`config.mk`:
```
export PLATFORM = sky130hd
export DESIGN_NAME = apb_slave_if
export DESIGN_NICKNAME = d
export VERILOG_FILES = /design/src/rtl/apb_pkg.sv /design/src/rtl/apb_wait_counter.sv /design/src/rtl/apb_slave_if.sv
export SDC_FILE = /design/constraint.sdc
export NUM_CORES = 1
export LEC_CHECK = 0
export ABC_CLOCK_PERIOD_IN_PS = 1450
export BUFFER_PORTS_ARGS = -buffer_cell sky130_fd_sc_hd__clkbuf_2
export CAP_MARGIN = 15
export CORE_ASPECT_RATIO = 0.6
export CORE_MARGIN = 8
export CORE_UTILIZATION = 37
export DETAILED_ROUTE_END_ITERATION = 10
export GPL_TIMING_DRIVEN = 0
export PLACE_DENSITY = 0.87
export SETUP_SLACK_MARGIN = 0.02
export SYNTH_ARGS = -nofsm -noshare
export SYNTH_HDL_FRONTEND = slang
export SYNTH_SLANG_ARGS = --single-unit
```
`constraint.sdc`:
```
create_clock -name clk -period 1.45 [get_ports clk]
set_input_delay 0.2175 -clock clk [delete_from_list [all_inputs] [get_ports clk]]
set_output_delay 0.2175 -clock clk [all_outputs]
set_load 0.02 [all_outputs]
```
`src/rtl/apb_pkg.sv`:
```
// Shared definitions for the APB slave front-end: FSM state encoding,
// wait-counter width and a constant-friendly clog2.
package apb_pkg;

   typedef enum logic [1:0] {
      ST_IDLE = 2'd0,
      ST_WAIT = 2'd1,
      ST_RESP = 2'd2
   } apb_state_e;

   localparam int CNT_W = 8;

   function automatic int clog2(input int value);
      int r;
      r = 0;
      while ((1 << r) < value) begin
         r = r + 1;
      end
      return r;
   endfunction

endpackage

```
`src/rtl/apb_wait_counter.sv`:
```
// Wait-state down-counter: load, decrement to zero, synchronous clear.
module apb_wait_counter
   import apb_pkg::*;
(
   input  logic             clk,
   input  logic             rst_n,
   input  logic             load,
   input  logic [CNT_W-1:0] load_val,
   input  logic             dec,
   input  logic             clr,
   output logic             zero
);

   logic [CNT_W-1:0] cnt_q;
   logic [CNT_W-1:0] cnt_d;

   always_comb begin
      cnt_d = cnt_q;
      if (clr) begin
         cnt_d = '0;
      end else if (load) begin
         cnt_d = load_val;
      end else if (dec && (cnt_q != '0)) begin
         cnt_d = cnt_q - CNT_W'(1);
      end
   end

   always_ff @(posedge clk or negedge rst_n) begin
      if (!rst_n) begin
         cnt_q <= '0;
      end else begin
         cnt_q <= cnt_d;
      end
   end

   assign zero = (cnt_q == '0);

endmodule

```
`src/rtl/apb_slave_if.sv`:
```
// APB4 slave front-end for the timer register bank: programmable wait states,
// byte-masked writes, registered read data and PSLVERR on illegal addresses.
module apb_slave_if
   import apb_pkg::*;
#(
   parameter int ADDR_W      = 12,
   parameter int DATA_W      = 32,
   parameter int NUM_REGS    = 16,
   parameter int WAIT_CYCLES = 0
) (
   input  logic                       clk,
   input  logic                       rst_n,
   input  logic                       psel,
   input  logic                       penable,
   input  logic                       pwrite,
   input  logic [ADDR_W-1:0]          paddr,
   input  logic [DATA_W-1:0]          pwdata,
   input  logic [DATA_W/8-1:0]        pstrb,
   output logic [DATA_W-1:0]          prdata,
   output logic                       pready,
   output logic                       pslverr,
   output logic                       wr_en,
   output logic                       rd_en,
   output logic [clog2(NUM_REGS)-1:0] reg_idx,
   output logic [DATA_W-1:0]          reg_wdata,
   output logic [DATA_W-1:0]          reg_wmask,
   input  logic [DATA_W-1:0]          reg_rdata
);

   localparam int BYTES = DATA_W / 8;
   localparam int OFF_W = clog2(BYTES);
   localparam int IDX_W = clog2(NUM_REGS);
   localparam int LIMIT = NUM_REGS * BYTES;
   localparam bit NO_WAIT = (WAIT_CYCLES == 0);
   // The first access cycle already counts as one wait cycle, so load W-1.
   localparam logic [CNT_W-1:0] LOAD_VAL = NO_WAIT ? '0 : CNT_W'(WAIT_CYCLES - 1);

   apb_state_e state_q, state_d;
   logic err_q, err_d;
   logic pready_q, pready_d;
   logic pslverr_q, pslverr_d;
   logic [DATA_W-1:0] prdata_q, prdata_d;

   logic access, err_c, err_sel, fire;
   logic cnt_load, cnt_dec, cnt_clr, cnt_zero;

   always_comb begin
      reg_idx   = IDX_W'(paddr >> OFF_W);
      reg_wdata = pwdata;
      reg_wmask = '0;
      for (int b = 0; b < BYTES; b++) begin
         reg_wmask[b*8 +: 8] = {8{pstrb[b]}};
      end
      err_c  = ((paddr & ADDR_W'(BYTES - 1)) != '0) || (paddr >= ADDR_W'(LIMIT));
      access = psel & penable & rst_n;
   end

   apb_wait_counter u_cnt (
      .clk      (clk),
      .rst_n    (rst_n),
      .load     (cnt_load),
      .load_val (LOAD_VAL),
      .dec      (cnt_dec),
      .clr      (cnt_clr),
      .zero     (cnt_zero)
   );

   always_ff @(posedge clk or negedge rst_n) begin
      if (!rst_n) begin
         state_q   <= ST_IDLE;
         err_q     <= 1'b0;
         pready_q  <= 1'b0;
         pslverr_q <= 1'b0;
         prdata_q  <= '0;
      end else begin
         state_q   <= state_d;
         err_q     <= err_d;
         pready_q  <= pready_d;
         pslverr_q <= pslverr_d;
         prdata_q  <= prdata_d;
      end
   end

   always_comb begin
      state_d = state_q;
      case (state_q)
         ST_IDLE: if (access) state_d = NO_WAIT ? ST_RESP : ST_WAIT;
         ST_WAIT: begin
            if (!psel)         state_d = ST_IDLE;
            else if (cnt_zero) state_d = ST_RESP;
         end
         ST_RESP: state_d = ST_IDLE;
         default: state_d = ST_IDLE;
      endcase
   end

   // The zero-wait case strobes straight out of IDLE using the live decode.
   always_comb begin
      cnt_load = (state_q == ST_IDLE) & access & ~NO_WAIT;
      cnt_dec  = (state_q == ST_WAIT) & psel & ~cnt_zero;
      cnt_clr  = (state_q == ST_WAIT) & ~psel;
      fire     = ((state_q == ST_IDLE) & access & NO_WAIT) |
                 ((state_q == ST_WAIT) & access & cnt_zero);
      err_sel  = (state_q == ST_IDLE) ? err_c : err_q;
      err_d    = ((state_q == ST_IDLE) & access) ? err_c : err_q;
      wr_en    = fire & pwrite & ~err_sel;
      rd_en    = fire & ~pwrite & ~err_sel;
      pready_d  = fire;
      pslverr_d = fire & err_sel;
      prdata_d  = prdata_q;
      if (fire && !pwrite) begin
         prdata_d = err_sel ? '0 : reg_rdata;
      end
   end

   assign pready  = pready_q;
   assign pslverr = pslverr_q;
   assign prdata  = prdata_q;

endmodule

```
Word-level counts from Yosys, hierarchy flattened
Index checks and enable logic that the tools add are counted.

Output and inout port bits: 104. Logic and storage cells: 47. Bits in registers: 45. Input bits: 85.

Multiplexer cells: 8. Bitwise logic cells: 18. $lt $le $gt $ge: 1. Add/sub/neg operators: 1. Equal/unequal tests: 3. Reduce and logical (&&, ||, !) cells: 10.

Operators with widths (count): 32-bit 2-to-1 mux (1); 8-bit 2-to-1 mux (2); 1-bit bitwise AND (13); 12-bit by 7-bit >= comparator with 1-bit output, second input constant (1); 12-bit nonzero test (1); 8-bit logical NOT (1); 8-bit nonzero test (1); 8-bit by 1-bit subtractor with 8-bit output, second input constant (1); 2-bit 2-to-1 mux (3); 1-bit NOT (4); 2-bit one-hot mux with 2 select lines (1); 3-bit inequality test, second input constant (1); 2-bit by 1-bit equality test with 1-bit output, second input constant (1); 1-bit logical AND (2); 2-bit logical NOT (1); 2-bit inequality test, second input constant (1); 2-bit AND reduction (1); 2-bit nonzero test (1); 1-bit logical NOT (1); 1-bit logical OR (1); 1-bit 2-to-1 mux (1); 1-bit OR (1).

Logic depth before layout (Yosys ltp)
Gate-level depths: netlist (run 1).

Word-level depth: 7. Gate-level depth with buffers: 5. Gate-level depth less buffers: 4.

Worst setup path after synthesis (run 1)
Ideal clock, no wire load.

Path kind: flip-flop to output port. Start: register state_q[1]. End: output port rd_en. Cell stages (with the launch flop): 6. Required time: 1.233 ns. Setup slack: -0.112 ns. Arrival time: 1.344 ns. Cell sequence: dfrtp_1 nand4b_2 inv_2 nand2b_1 clkbuf_1 nor2_1.

Word-level cells in the longest chain between the ends: 6.

Ends and longest elaborated chain: start: declaration (line apb_slave_if.sv:38) `apb_state_e state_q, state_d;`; start signal: assignment (line apb_slave_if.sv:76) `state_q <= state_d;`; 2-bit by 1-bit equality test with 1-bit output (line apb_slave_if.sv:103) `((state_q == ST_WAIT) & access & cnt_zero);`; 1-bit bitwise AND (2 in series) (line apb_slave_if.sv:103); 1-bit OR (*) (line apb_slave_if.sv:102) `fire = ((state_q == ST_IDLE) & access & NO_WAIT) |`; named net fire (line apb_slave_if.sv:44) `logic access, err_c, err_sel, fire;`; 1-bit bitwise AND (*) (2 in series) (line apb_slave_if.sv:107) `rd_en = fire & ~pwrite & ~err_sel;`; end: declaration (line apb_slave_if.sv:23) `output logic rd_en,`.

The timed path passes the listed nets; every way through them passes the cells marked *.

Final worst setup path (run 1)
Start: register state_q[1]. End: output port wr_en.

Word-level cells in the longest chain between the ends: 6.

Ends and longest elaborated chain: 2-bit by 1-bit equality test with 1-bit output (line apb_slave_if.sv:103); 1-bit bitwise AND (2 in series) (line apb_slave_if.sv:103); 1-bit OR (*) (line apb_slave_if.sv:102); named net fire (line apb_slave_if.sv:44); 1-bit bitwise AND (*) (2 in series) (line apb_slave_if.sv:106) `wr_en = fire & pwrite & ~err_sel;`; end: declaration (line apb_slave_if.sv:22) `output logic wr_en,`.

Marks and branches as above.

==> results of run 1 <==
## cell families (layout without fill, tap and decap cells)
group,after synthesis,in the layout,synth area share (%)
and+or+nand+nor,40,40,10.9
AOI/OAI and AO/OA,65,65,16.3
buffers and inverters,85,247,29.5
DFF,35,35,43.3
## layout make-up
cell class                      count  area [um^2]
Buffer                             83          607
Sequential cell                    35          876
Tap cell                           69         86.3
Timing Repair Buffer              154          811
Multi-Input combinational cell    105          594
Clock buffer                        7         76.3
Inverter                            2         10.0
Clock inverter                      1         5.00
Fill cell                         513         2350
## worst paths after layout
check | startpoint | end | slack (ns) | cells past startpoint
min reg2reg | prdata[21]$_DFFE_PN0P_ | prdata[21]$_DFFE_PN0P_ | 0.51 | 2
min | rst_n | prdata[14]$_DFFE_PN0P_ | -0.16 | 1
max in group asynchronous | rst_n | prdata[15]$_DFFE_PN0P_ | 1.36 | 1
max | state_q[1]$_DFFE_PN0P_ | wr_en | -0.1 | 6
min in group clk | reg_rdata[20] | prdata[20]$_DFFE_PN0P_ | 0.16 | 3
max reg2reg | state_q[1]$_DFFE_PN0P_ | prdata[5]$_DFFE_PN0P_ | 0.12 | 5
## timing repair
| action | in CTS | in global routing |
|---|---|---|
| endpoints found under the setup margin | 35 | 28 |
| pin swaps | 3 | 0 |
| gates cloned | 0 | 0 |
| hold endpoints to repair | 35 | 35 |
| setup buffers | 6 | 0 |
| resized for setup | 15 | 17 |
## metrics by stage
step	area, um^2	cells
6_report	3070	456
5_1_grt	3070	456
4_1_cts	3060	456
3_5_place_dp	2870	442
3_3_place_gp	2870	442
2_1_floorplan	2040	225
## routing by layer
metal	share of wire (%)	global-route usage (%)	routed length, um	vias to the layer above
li1	-	-	-	1019
met5	0	0	0	-
met1	41	18.8	2800	982
met3	6.7	5.54	461	2
met2	52	27.2	3590	73
met4	0.28	2.64	19	0
## flip-flops by register name (all words and copies together), names as in the netlist
register,cells
pslverr,1
prdata,32
state_q,1
pready,1
## cell usage in the layout (no fill, tap or decap), types with 2 or more instances in the layout
cell      netlist  layout
clkbuf_8        0       6
buf_4          74      80
o21ai_0        32      27
buf_8           0       2
nor4_4          0       2
nand3_1        32      32
clkbuf_1        8       5
clkbuf_2        0     150
dfrtp_1        35      35
o21ai_1        31      36
## synthesized netlist by cell type
cell type   n
a21oi_1     1
buf_1       1
buf_4      74
clkbuf_1    8
dfrtp_1    35
inv_1       1
inv_2       1
nand2_1     2
nand2b_1    1
nand3_1    32
nand4b_2    1
nor2_1      2
nor4_2      2
o21ai_0    32
o21ai_1    31
o21ai_2     1
## critical path, cell delays in order, from the launching register on
cell,delay [ns]
dfrtp_1,0.37
nand4b_4,0.19
inv_4,0.09
buf_6,0.09
nand2_2,0.04
nor2_1,0.11
buf_4,0.16
## power groups by stage
stage          clock [W]  sequential, W  combinational, W
6_report        0.000659       0.000984          0.000548
4_1_cts         0.000689       0.000984          0.000553
2_1_floorplan          0        0.00101          0.000322
5_1_grt         0.000737       0.000984          0.000586
3_3_place_gp           0        0.00100          0.000527
3_5_place_dp           0        0.00100          0.000533
==> run_results.csv, run 1 <==
group,metric,value,unit
clock_network,cts.sinks,35,
sta,min_period,1.55,ns
detailed_routing,drt_iter0_drc,87,
layout,fin_util,56.6,%
power_and_ir_drop,p_clk_share,30.1,%
power_and_ir_drop,pwr-share-comb,25.0,%
logic_synthesis,ys_warn_count,0,
floorplanning,initial_core_util,37.4,%
sta,skew,0.00272,ns
power_and_ir_drop,sw_frac_of_total,28.2,%
detailed_routing,vias,2076,
power_and_ir_drop,power,0.00219,W
floorplanning,core.rowCount,21,
logic_synthesis,ys_types,16,
sta,fmax,646,MHz
layout,areaGrowthSynthToFinish,51.5,%
logic_synthesis,syn_area,2020,um^2
detailed_routing,firstDrtPassIters,4,
power_and_ir_drop,p_sw,0.000619,W
logic_synthesis,ys_ff_latch,35,
power_and_ir_drop,leakagePower,1.69,nW
placement,dp_slack,-1.02,ns
placement,gp_congestion,0.716,
placement,portBuffers,148,
sta,rsz0062_at_grt,"yes",
detailed_routing,drc,0,
global_routing,grt_first_pass_wirelength,10.5,mm
floorplanning,die_area,8170,um^2
clock_network,clock_tree.root_cell,"clkbuf_8",
clock_network,clkLatencyLatePin,0.27,ns
sta,worst_slew_pin_slew,0.419,ns
flow_run,maxCapViolations,0,
critical_path,crit_type,"flop to output port",
sta,whs,-0.160,ns
logic_synthesis,synth_top_area_share,43.3,%
sta,drv_slew,0,
detailed_routing,vias_per_cell,4.55,
logic_synthesis,syn_avg_cell_area,8.99,um^2
sta,hold_viol,35,
sta,fin_ws,-0.0970,ns
floorplanning,core_area,5410,um^2
critical_path,cp.required,1.23,ns
floorplanning,die_h,73.3,um
global_routing,grt_overflow,0,
detailed_routing,drtAntennaViolNets,0,
detailed_routing,routed_wl,6.86,mm
sta,setup_tns,-0.169,ns
logic_synthesis,netlist_instances,225,
logic_synthesis,synth_nets,310,
floorplanning,die_x,111,um
floorplanning,io_pins,189,
power_and_ir_drop,internal_power,0.00157,W
outcome,status,"finished with violations",
placement,dp_hpwl,5.54,mm
sta,setup_viol_count_final,2,
clock_network,numCtsBuffers,5,
detailed_routing,wire_per_inst,15.1,um
global_routing,antenna_found_initial,0,
power_and_ir_drop,worst_ir_drop_vdd,0.311,mV
logic_synthesis,yosysSeqAreaShare,43.3,%
layout,antenna_cells,0,
logic_synthesis,synth_top_area_cell,"dfrtp_1",
critical_path,cp.arrival,1.33,ns
global_routing,grt_max_degree,37,
critical_path,endpoint_kind,"output port",
critical_path,critPathLaunchType,"flop",
layout,nets,471,
clock_network,htree_levels,2,
outcome,violations,"hold timing, setup timing",
power_and_ir_drop,p_seq_share,44.9,%
sta,max_slew_margin,72.1,%
sta,period_share,107,%
min_path,worstHoldPathType,"primary input to async pin",
global_routing,track_usage,15.7,%
clock_network,cts_buffer_depth,2,
logic_synthesis,synth_area_leaders,"dfrtp_1 43%, buf_4 27%, nand3_1 7.9%",
global_routing,grt_pass1_vias,2178,
power_and_ir_drop,power.density,715,nW/um^2
layout,drive_gt1_share,64.1,%
critical_path,crit_path_max_fanout,2,
clock_network,clk_pin_slew,0.07,ns
clock_network,cts_tree,"yes",
(Power assumes the default switching activity.)
==> run 2, diff against run 1 <==
--- a/config.mk
+++ b/config.mk
@@ -5,16 +5,17 @@
 export SDC_FILE = /design/constraint.sdc
 export NUM_CORES = 1
 export LEC_CHECK = 0
-export ABC_CLOCK_PERIOD_IN_PS = 1450
+export ABC_CLOCK_PERIOD_IN_PS = 1300
 export BUFFER_PORTS_ARGS = -buffer_cell sky130_fd_sc_hd__clkbuf_2
 export CAP_MARGIN = 15
 export CORE_ASPECT_RATIO = 0.6
 export CORE_MARGIN = 8
-export CORE_UTILIZATION = 37
+export CORE_UTILIZATION = 30
 export DETAILED_ROUTE_END_ITERATION = 10
 export GPL_TIMING_DRIVEN = 0
-export PLACE_DENSITY = 0.87
+export PLACE_DENSITY = 0.76
 export SETUP_SLACK_MARGIN = 0.02
 export SYNTH_ARGS = -nofsm -noshare
 export SYNTH_HDL_FRONTEND = slang
+export SYNTH_HIERARCHICAL = 1
 export SYNTH_SLANG_ARGS = --single-unit
==> constraint.sdc (replaced) <==
create_clock -name clk -period 1.3 [get_ports clk]
set_input_delay 0.195 -clock clk [delete_from_list [all_inputs] [get_ports clk]]
set_output_delay 0.195 -clock clk [all_outputs]
set_load 0.02 [all_outputs]
==> run 2 against run 1 <==
Effect of this change: setup slack lost 0.12 ns; hold slack lost 0.031 ns; the run still ends with hold timing, setup timing left; via count grew 0.87%; critical path type unchanged; critical endpoint is now rd_en; synthesized cell count is the same; largest cell class unchanged; clock skew grew 0.0036 ns.
==> run_results.csv, run 2 <==
group,metric,value,unit
sta,setup_tns,-0.778,ns
sta,drv_slew,0,
logic_synthesis,ys_warn_count,6,
layout,antenna_cells,0,
critical_path,critPathLaunchType,"flop",
power_and_ir_drop,pwr-share-comb,23.4,%
power_and_ir_drop,worst_ir_drop_vdd,0.362,mV
outcome,status,"finished with violations",
critical_path,slowest_stage,"dfrtp_1",
placement,dp_cells,460,
power_and_ir_drop,internal_power,0.00201,W
critical_path,crit_path_max_fanout,3,
global_routing,grt_max_degree,37,
power_and_ir_drop,power.density,841,nW/um^2
sta,period_share,116,%
floorplanning,die_h,79.6,um
power_and_ir_drop,p_seq_share,39.8,%
logic_synthesis,synth_area_leaders,"dfrtp_1 43%, buf_4 27%, nand3_1 7.9%",
detailed_routing,firstDrtPassIters,4,
sta,setup_viol_count_final,25,
sta,fin_ws,-0.213,ns
layout,drive_gt1_share,69.3,%
layout,nets,472,
floorplanning,initial_core_util,30.7,%
layout,largest_register_ff_count,32,
detailed_routing,drc,0,
floorplanning,die_x,122,um
logic_synthesis,synth.most_common_cell,"buf_4",
floorplanning,core_area,6590,um^2
clock_network,htree_levels,2,
flow_run,maxCapViolations,0,
critical_path,crit_path_end,"rd_en",
power_and_ir_drop,leakagePower,1.75,nW
power_and_ir_drop,p_clk_share,36.8,%
layout,fin_cells,475,
layout,areaGrowthSynthToFinish,61.8,%
detailed_routing,drtAntennaViolNets,0,
critical_path,critical_path.max_stage_delay,0.37,ns
sta,fmax,661,MHz
clock_network,clk_pin_slew,0.08,ns
global_routing,grt_first_pass_wirelength,11.1,mm
power_and_ir_drop,sw_frac_of_total,27.0,%
detailed_routing,vias,2094,
clock_network,cts.sinks,35,
critical_path,r2r_start,"state_q[1]$_DFFE_PN0P_",
logic_synthesis,synth_nets,310,
sta,min_period,1.51,ns
critical_path,reg2reg_slack,-0.04,ns
logic_synthesis,synth_top_family_by_area,"buffers and inverters",
logic_synthesis,dominantRegCellSynth,"dfrtp_1",
power_and_ir_drop,power,0.00276,W
floorplanning,io_pins,189,
logic_synthesis,synth-edff-count,0,
layout,layout_commonest_cell,"clkbuf_2",
clock_network,cts_tree,"yes",
critical_path,reg2reg_to,"prdata[24]$_DFFE_PN0P_",
logic_synthesis,syn_area,2020,um^2
logic_synthesis,ys_top_cells_by_count,"74 x buf_4, 35 x dfrtp_1, 32 x nand3_1, 32 x o21ai_0, 31 x o21ai_1",
power_and_ir_drop,p_sw,0.000743,W
logic_synthesis,yosysSeqAreaShare,43.3,%
logic_synthesis,syn_avg_cell_area,8.99,um^2
global_routing,antenna_found_initial,0,
layout,multi_input_area,678,um^2
layout,seqCellArea,876,um^2
logic_synthesis,ys_types,16,
critical_path,crit_type,"flop to output port",
sta,skew,0.00627,ns
critical_path,setup.worst_path.start,"state_q[1]$_DFFE_PN0P_",
global_routing,grt_overflow,0,
global_routing,track_usage,14.0,%
logic_synthesis,synth-simple-area-share,10.9,%
logic_synthesis,ys_ff_latch,35,
clock_network,clkLatencyLatePin,0.28,ns
critical_path,r2r_cells,6,
placement,dp_hpwl,5.84,mm
floorplanning,core.rowCount,23,
critical_path,cp.required,1.11,ns
detailed_routing,wire_per_inst,15.3,um
global_routing,grt_pass1_vias,2177,
logic_synthesis,synth_top_area_cell,"dfrtp_1",
min_path,worstHoldPathType,"primary input to async pin",
detailed_routing,vias_per_cell,4.41,
critical_path,cp.arrival,1.32,ns
critical_path,crit_chain,"nand4b_4, inv_4, nand2b_4, buf_8, nor2_4, buf_8",
logic_synthesis,muxShareOfSynthArea,0,%
detailed_routing,routed_wl,7.27,mm
logic_synthesis,synth_xor_area_share,0,%
sta,rsz0062_at_grt,"yes",
logic_synthesis,synth_top_area_share,43.3,%
layout,final_cell_mix,"146 x clkbuf_2, 80 x buf_4, 43 x o21ai_1",
outcome,violations,"hold timing, setup timing",
clock_network,clock_tree.root_cell,"clkbuf_8",
placement,portBuffers,148,
sta,worst_slew_pin_slew,0.682,ns
critical_path,endpoint_kind,"output port",
critical_path,critPathMostFrequentCell,"buf_8",
sta,hold_viol,35,
logic_synthesis,synthArstFlopShare,100,%
clock_network,cts_buffer_depth,2,
logic_synthesis,synth_fa_ha_area_share,0,%
logic_synthesis,synth_compound_area_share,16.3,%
placement,gp_congestion,0.740,
sta,whs,-0.190,ns
floorplanning,die_area,9710,um^2
detailed_routing,drt_iter0_drc,66,
logic_synthesis,netlist_instances,225,
clock_network,numCtsBuffers,5,
layout,fill_cells,638,
sta,max_slew_margin,54.5,%
-- run 2: worst min path at each step --
stage,to,slack [ns]
after floorplan,prdata[0]$_DFFE_PN0P_,-0.10
after global placement,prdata[24]$_DFFE_PN0P_,0.37
after detailed placement,prdata[24]$_DFFE_PN0P_,0.39
after CTS,prdata[24]$_DFFE_PN0P_,-0.18
after global routing,prdata[24]$_DFFE_PN0P_,-0.18
final,prdata[24]$_DFFE_PN0P_,-0.19
-- run 2: kinds of logic after synthesis --
kind of cell,after synthesis
AO/OA/AOI/OAI,65
buffers and inverters,85
flip-flops,35
AND/OR/NAND/NOR,40
-- run 2: metal layers --
metal	track usage [%]	part of all wire, %
met1	16.8	41
met3	4.66	7.8
met4	2.20	0.21
met2	24.3	51
met5	0	0
-- run 2: through the flow --
stage | hold WS (ns) | setup slack (ns) | area (um^2) | util [%]
2_1_floorplan | -0.101 | 0.00593 | 2070 | -
6_report | -0.190 | -0.213 | 3270 | 49.7
5_1_grt | -0.179 | -0.287 | 3270 | 49.7
3_5_place_dp | 0.392 | -0.922 | 2920 | 44.3
4_1_cts | -0.182 | -0.258 | 3170 | 48.0
3_3_place_gp | 0.374 | -0.887 | 2920 | 44.3
-- run 2: critical path, delay by kind of cell, from the launching register on --
family	cells	cell delay (ns)
buf+inv	3	0.33
flops	1	0.37
simple gates	3	0.33
-- run 2: power by group through the flow --
stage | Combinational (W) | Clock [W] | Sequential [W]
detailed placement | 0.000602 | 0 | 0.00112
floorplan | 0.000361 | 0 | 0.00113
finish | 0.000645 | 0.00101 | 0.00110
global route | 0.000685 | 0.00110 | 0.00110
global placement | 0.000597 | 0 | 0.00112
CTS | 0.000627 | 0.00104 | 0.00110
-- run 2: final cells by class --
type | count | share of cell area (%)
buffer | 83 | 20.1
clock buffer | 6 | 2.52
clock inverter | 2 | 1.07
inverter | 2 | 0.306
multi-input combinational | 105 | 20.7
sequential | 35 | 26.7
tap | 87 | 3.32
timing repair buffer | 155 | 25.2
-- run 2: timing repair --
item | in CTS | in global routing
gates resized for setup | 30 | 53
hold endpoints to repair | 35 | 35
setup buffers | 5 | 2
pin swaps | 2 | 1
setup endpoints to repair | 35 | 31
==> run 3, diff against run 2 <==
--- a/config.mk
+++ b/config.mk
@@ -5,7 +5,7 @@
 export SDC_FILE = /design/constraint.sdc
 export NUM_CORES = 1
 export LEC_CHECK = 0
-export ABC_CLOCK_PERIOD_IN_PS = 1300
+export ABC_CLOCK_PERIOD_IN_PS = 1900
 export BUFFER_PORTS_ARGS = -buffer_cell sky130_fd_sc_hd__clkbuf_2
 export CAP_MARGIN = 15
 export CORE_ASPECT_RATIO = 0.6
@@ -13,7 +13,7 @@
 export CORE_UTILIZATION = 30
 export DETAILED_ROUTE_END_ITERATION = 10
 export GPL_TIMING_DRIVEN = 0
-export PLACE_DENSITY = 0.76
+export PLACE_DENSITY = 0.74
 export SETUP_SLACK_MARGIN = 0.02
 export SYNTH_ARGS = -nofsm -noshare
 export SYNTH_HDL_FRONTEND = slang
==> constraint.sdc (replaced) <==
create_clock -name clk -period 1.9 [get_ports clk]
set_input_delay 0.285 -clock clk [delete_from_list [all_inputs] [get_ports clk]]
set_output_delay 0.285 -clock clk [all_outputs]
set_load 0.02 [all_outputs]
==> run 3 against run 2 <==
Effect of this change: the run now ends clean; non-clock buffer count decreased by 2; register-to-register slack gained 0.50 ns; routed wire length grew 1.7%; setup slack improved by 0.33 ns; clock skew down 0.0020 ns; sequential cell count is the same; hold slack improved by 0.41 ns; global-route usage up 0.22 points; cell area decreased by 6.6%; cell count fell by 0.42%.
==> run_results.csv, run 3 (same netlist as run 2, synthesis figures left out) <==
group,metric,value,unit
outcome,status,"completed",
clock_network,clk_pin_slew,0.07,ns
power_and_ir_drop,leakagePower,1.66,nW
power_and_ir_drop,power.density,553,nW/um^2
sta,fmax,561,MHz
detailed_routing,drtAntennaViolNets,0,
sta,whs,0.219,ns
layout,drive_gt1_share,62.2,%
global_routing,grt_overflow,0,
flow_run,maxCapViolations,0,
critical_path,crit_chain,"clkbuf_2, nor4_4, buf_4, nand2_1, nor2_1, clkbuf_2",
sta,max_slew_margin,62.1,%
min_path,worstHoldPathType,"primary input to flop",
sta,period_share,93.8,%
layout,areaGrowthSynthToFinish,51.2,%
clock_network,clkLatencyLatePin,0.28,ns
clock_network,numCtsBuffers,5,
global_routing,grt_max_degree,36,
clock_network,clock_tree.root_cell,"clkbuf_8",
placement,dp_cells,460,
layout,fin_cells,473,
floorplanning,core.rowCount,23,
critical_path,critPathLaunchType,"primary input",
layout,fill_cells,673,
critical_path,crit_path_max_fanout,10,
sta,worst_slew_pin_slew,0.568,ns
global_routing,track_usage,14.2,%
critical_path,crit_type,"primary input to output port",
critical_path,critPathTopFamily,"simple AND/OR/NAND/NOR gates",
power_and_ir_drop,worst_ir_drop_vdd,0.202,mV
global_routing,grt_pass1_vias,2175,
critical_path,cp.arrival,1.50,ns
global_routing,grt_first_pass_wirelength,11.2,mm
sta,drv_slew,0,
detailed_routing,firstDrtPassIters,4,
critical_path,r2r_start,"state_q[1]$_DFFE_PN0P_",
detailed_routing,routed_wl,7.39,mm
min_path,hold_start,"reg_rdata[4]",
clock_network,cts_tree,"yes",
clock_network,cts_buffer_depth,2,
layout,multi_input_area,582,um^2
floorplanning,io_pins,189,
placement,gp_congestion,0.756,
global_routing,antenna_found_initial,0,
layout,largest_register_ff_count,32,
detailed_routing,vias,2084,
layout,seqCellArea,876,um^2
sta,skew,0.00422,ns
detailed_routing,wire_per_inst,15.6,um
detailed_routing,drc,0,
clock_network,cts.sinks,35,
sta,setup_tns,0,ns
layout,nets,470,
layout,layout_commonest_cell,"clkbuf_2",
detailed_routing,vias_per_cell,4.41,
layout,final_cell_mix,"146 x clkbuf_2, 78 x buf_4, 35 x dfrtp_1",
floorplanning,core_area,6590,um^2
critical_path,slowest_stage,"nor4_4",
critical_path,timing.critical_path.buf_inv,3,
critical_path,setup.worst_path.start,"paddr[8]",
sta,hold_viol,0,
sta,setup_viol_count_final,0,
critical_path,cp.required,1.62,ns
floorplanning,initial_core_util,30.7,%
critical_path,endpoint_kind,"output port",
floorplanning,die_h,79.6,um
detailed_routing,drt_iter0_drc,136,
critical_path,critPathMostFrequentCell,"clkbuf_2",
sta,rsz0062_at_grt,"no",
layout,fin_util,46.4,%
clock_network,htree_levels,2,
placement,dp_hpwl,5.91,mm
floorplanning,die_x,122,um
sta,min_period,1.78,ns
placement,portBuffers,148,
layout,antenna_cells,0,
floorplanning,die_area,9710,um^2
critical_path,critical_path.max_stage_delay,0.47,ns
run 3: cell types whose count changed in the layout (fill, tap and decap cells not counted), sizes merged:
cell         change
buf              -7
bufinv           -1
clkbuf           +5
dlygate4sd3      +1
run 3: worst paths after layout:
check                                         end  slack, ns  cells after the start
max                                         wr_en       0.12                      6
min                         prdata[4]$_DFFE_PN0P_       0.22                      3
max reg2reg                 prdata[3]$_DFFE_PN0P_       0.46                      5
min reg2reg                 prdata[6]$_DFFE_PN0P_       0.52                      2
max in group asynchronous  prdata[29]$_DFFE_PN0P_       1.14                      3
min in group asynchronous  prdata[15]$_DFFE_PN0P_       0.57                      3
run 3: timing repair:
| action | CTS | global route |
|---|---|---|
| gates resized for setup | 9 | 3 |
| hold endpoints to repair | 35 | 0 |
| setup buffers | 0 | 3 |
| pin swaps | 0 | 2 |
| hold buffers | 2 | 0 |
| endpoints found under the setup margin | 31 | 1 |
run 3: power by group:
group | internal, W | total [W] | switching, W
Clock | 0.000257 | 0.000518 | 0.000261
Sequential | 0.000749 | 0.000751 | 0.00000181
Combinational | 0.000194 | 0.000423 | 0.000229
run 3: worst register-to-register path, cell delays in order, from the launching register on:
cell and delay, ns:
dfrtp_1 0.36, nand4b_4 0.19, buf_4 0.18, clkbuf_1 0.25
o21ai_0 0.23, o21ai_1 0.10
run 3: per-layer routing:
| layer | vias to the layer above | track usage [%] | part of all wire, % |
|---|---|---|---|
| met5 | - | 0 | 0 |
| met4 | 0 | 2.82 | 0.57 |
| met3 | 4 | 5.37 | 8.0 |
| met2 | 86 | 24.5 | 50 |
| met1 | 976 | 16.7 | 41 |
| li1 | 1018 | - | - |
run 3: layout make-up:
class                           instances  area share, %
Buffer                                 83           19.6
Clock buffer                            7           2.49
Clock inverter                          1          0.164
Inverter                                2          0.245
Multi-Input combinational cell        105           19.0
Sequential cell                        35           28.6
Tap cell                               87           3.56
Timing Repair Buffer                  153           26.3
run 3: through the flow:
step | instance area (um^2) | worst slack [ns] | power [W]
after floorplan | 2020 | 0.247 | 0.00101
after global placement | 2870 | -0.689 | 0.00117
after detailed placement | 2870 | -0.728 | 0.00117
after CTS | 3030 | 0.0366 | 0.00172
after global routing | 3060 | 0.0337 | 0.00178
final | 3060 | 0.118 | 0.00169
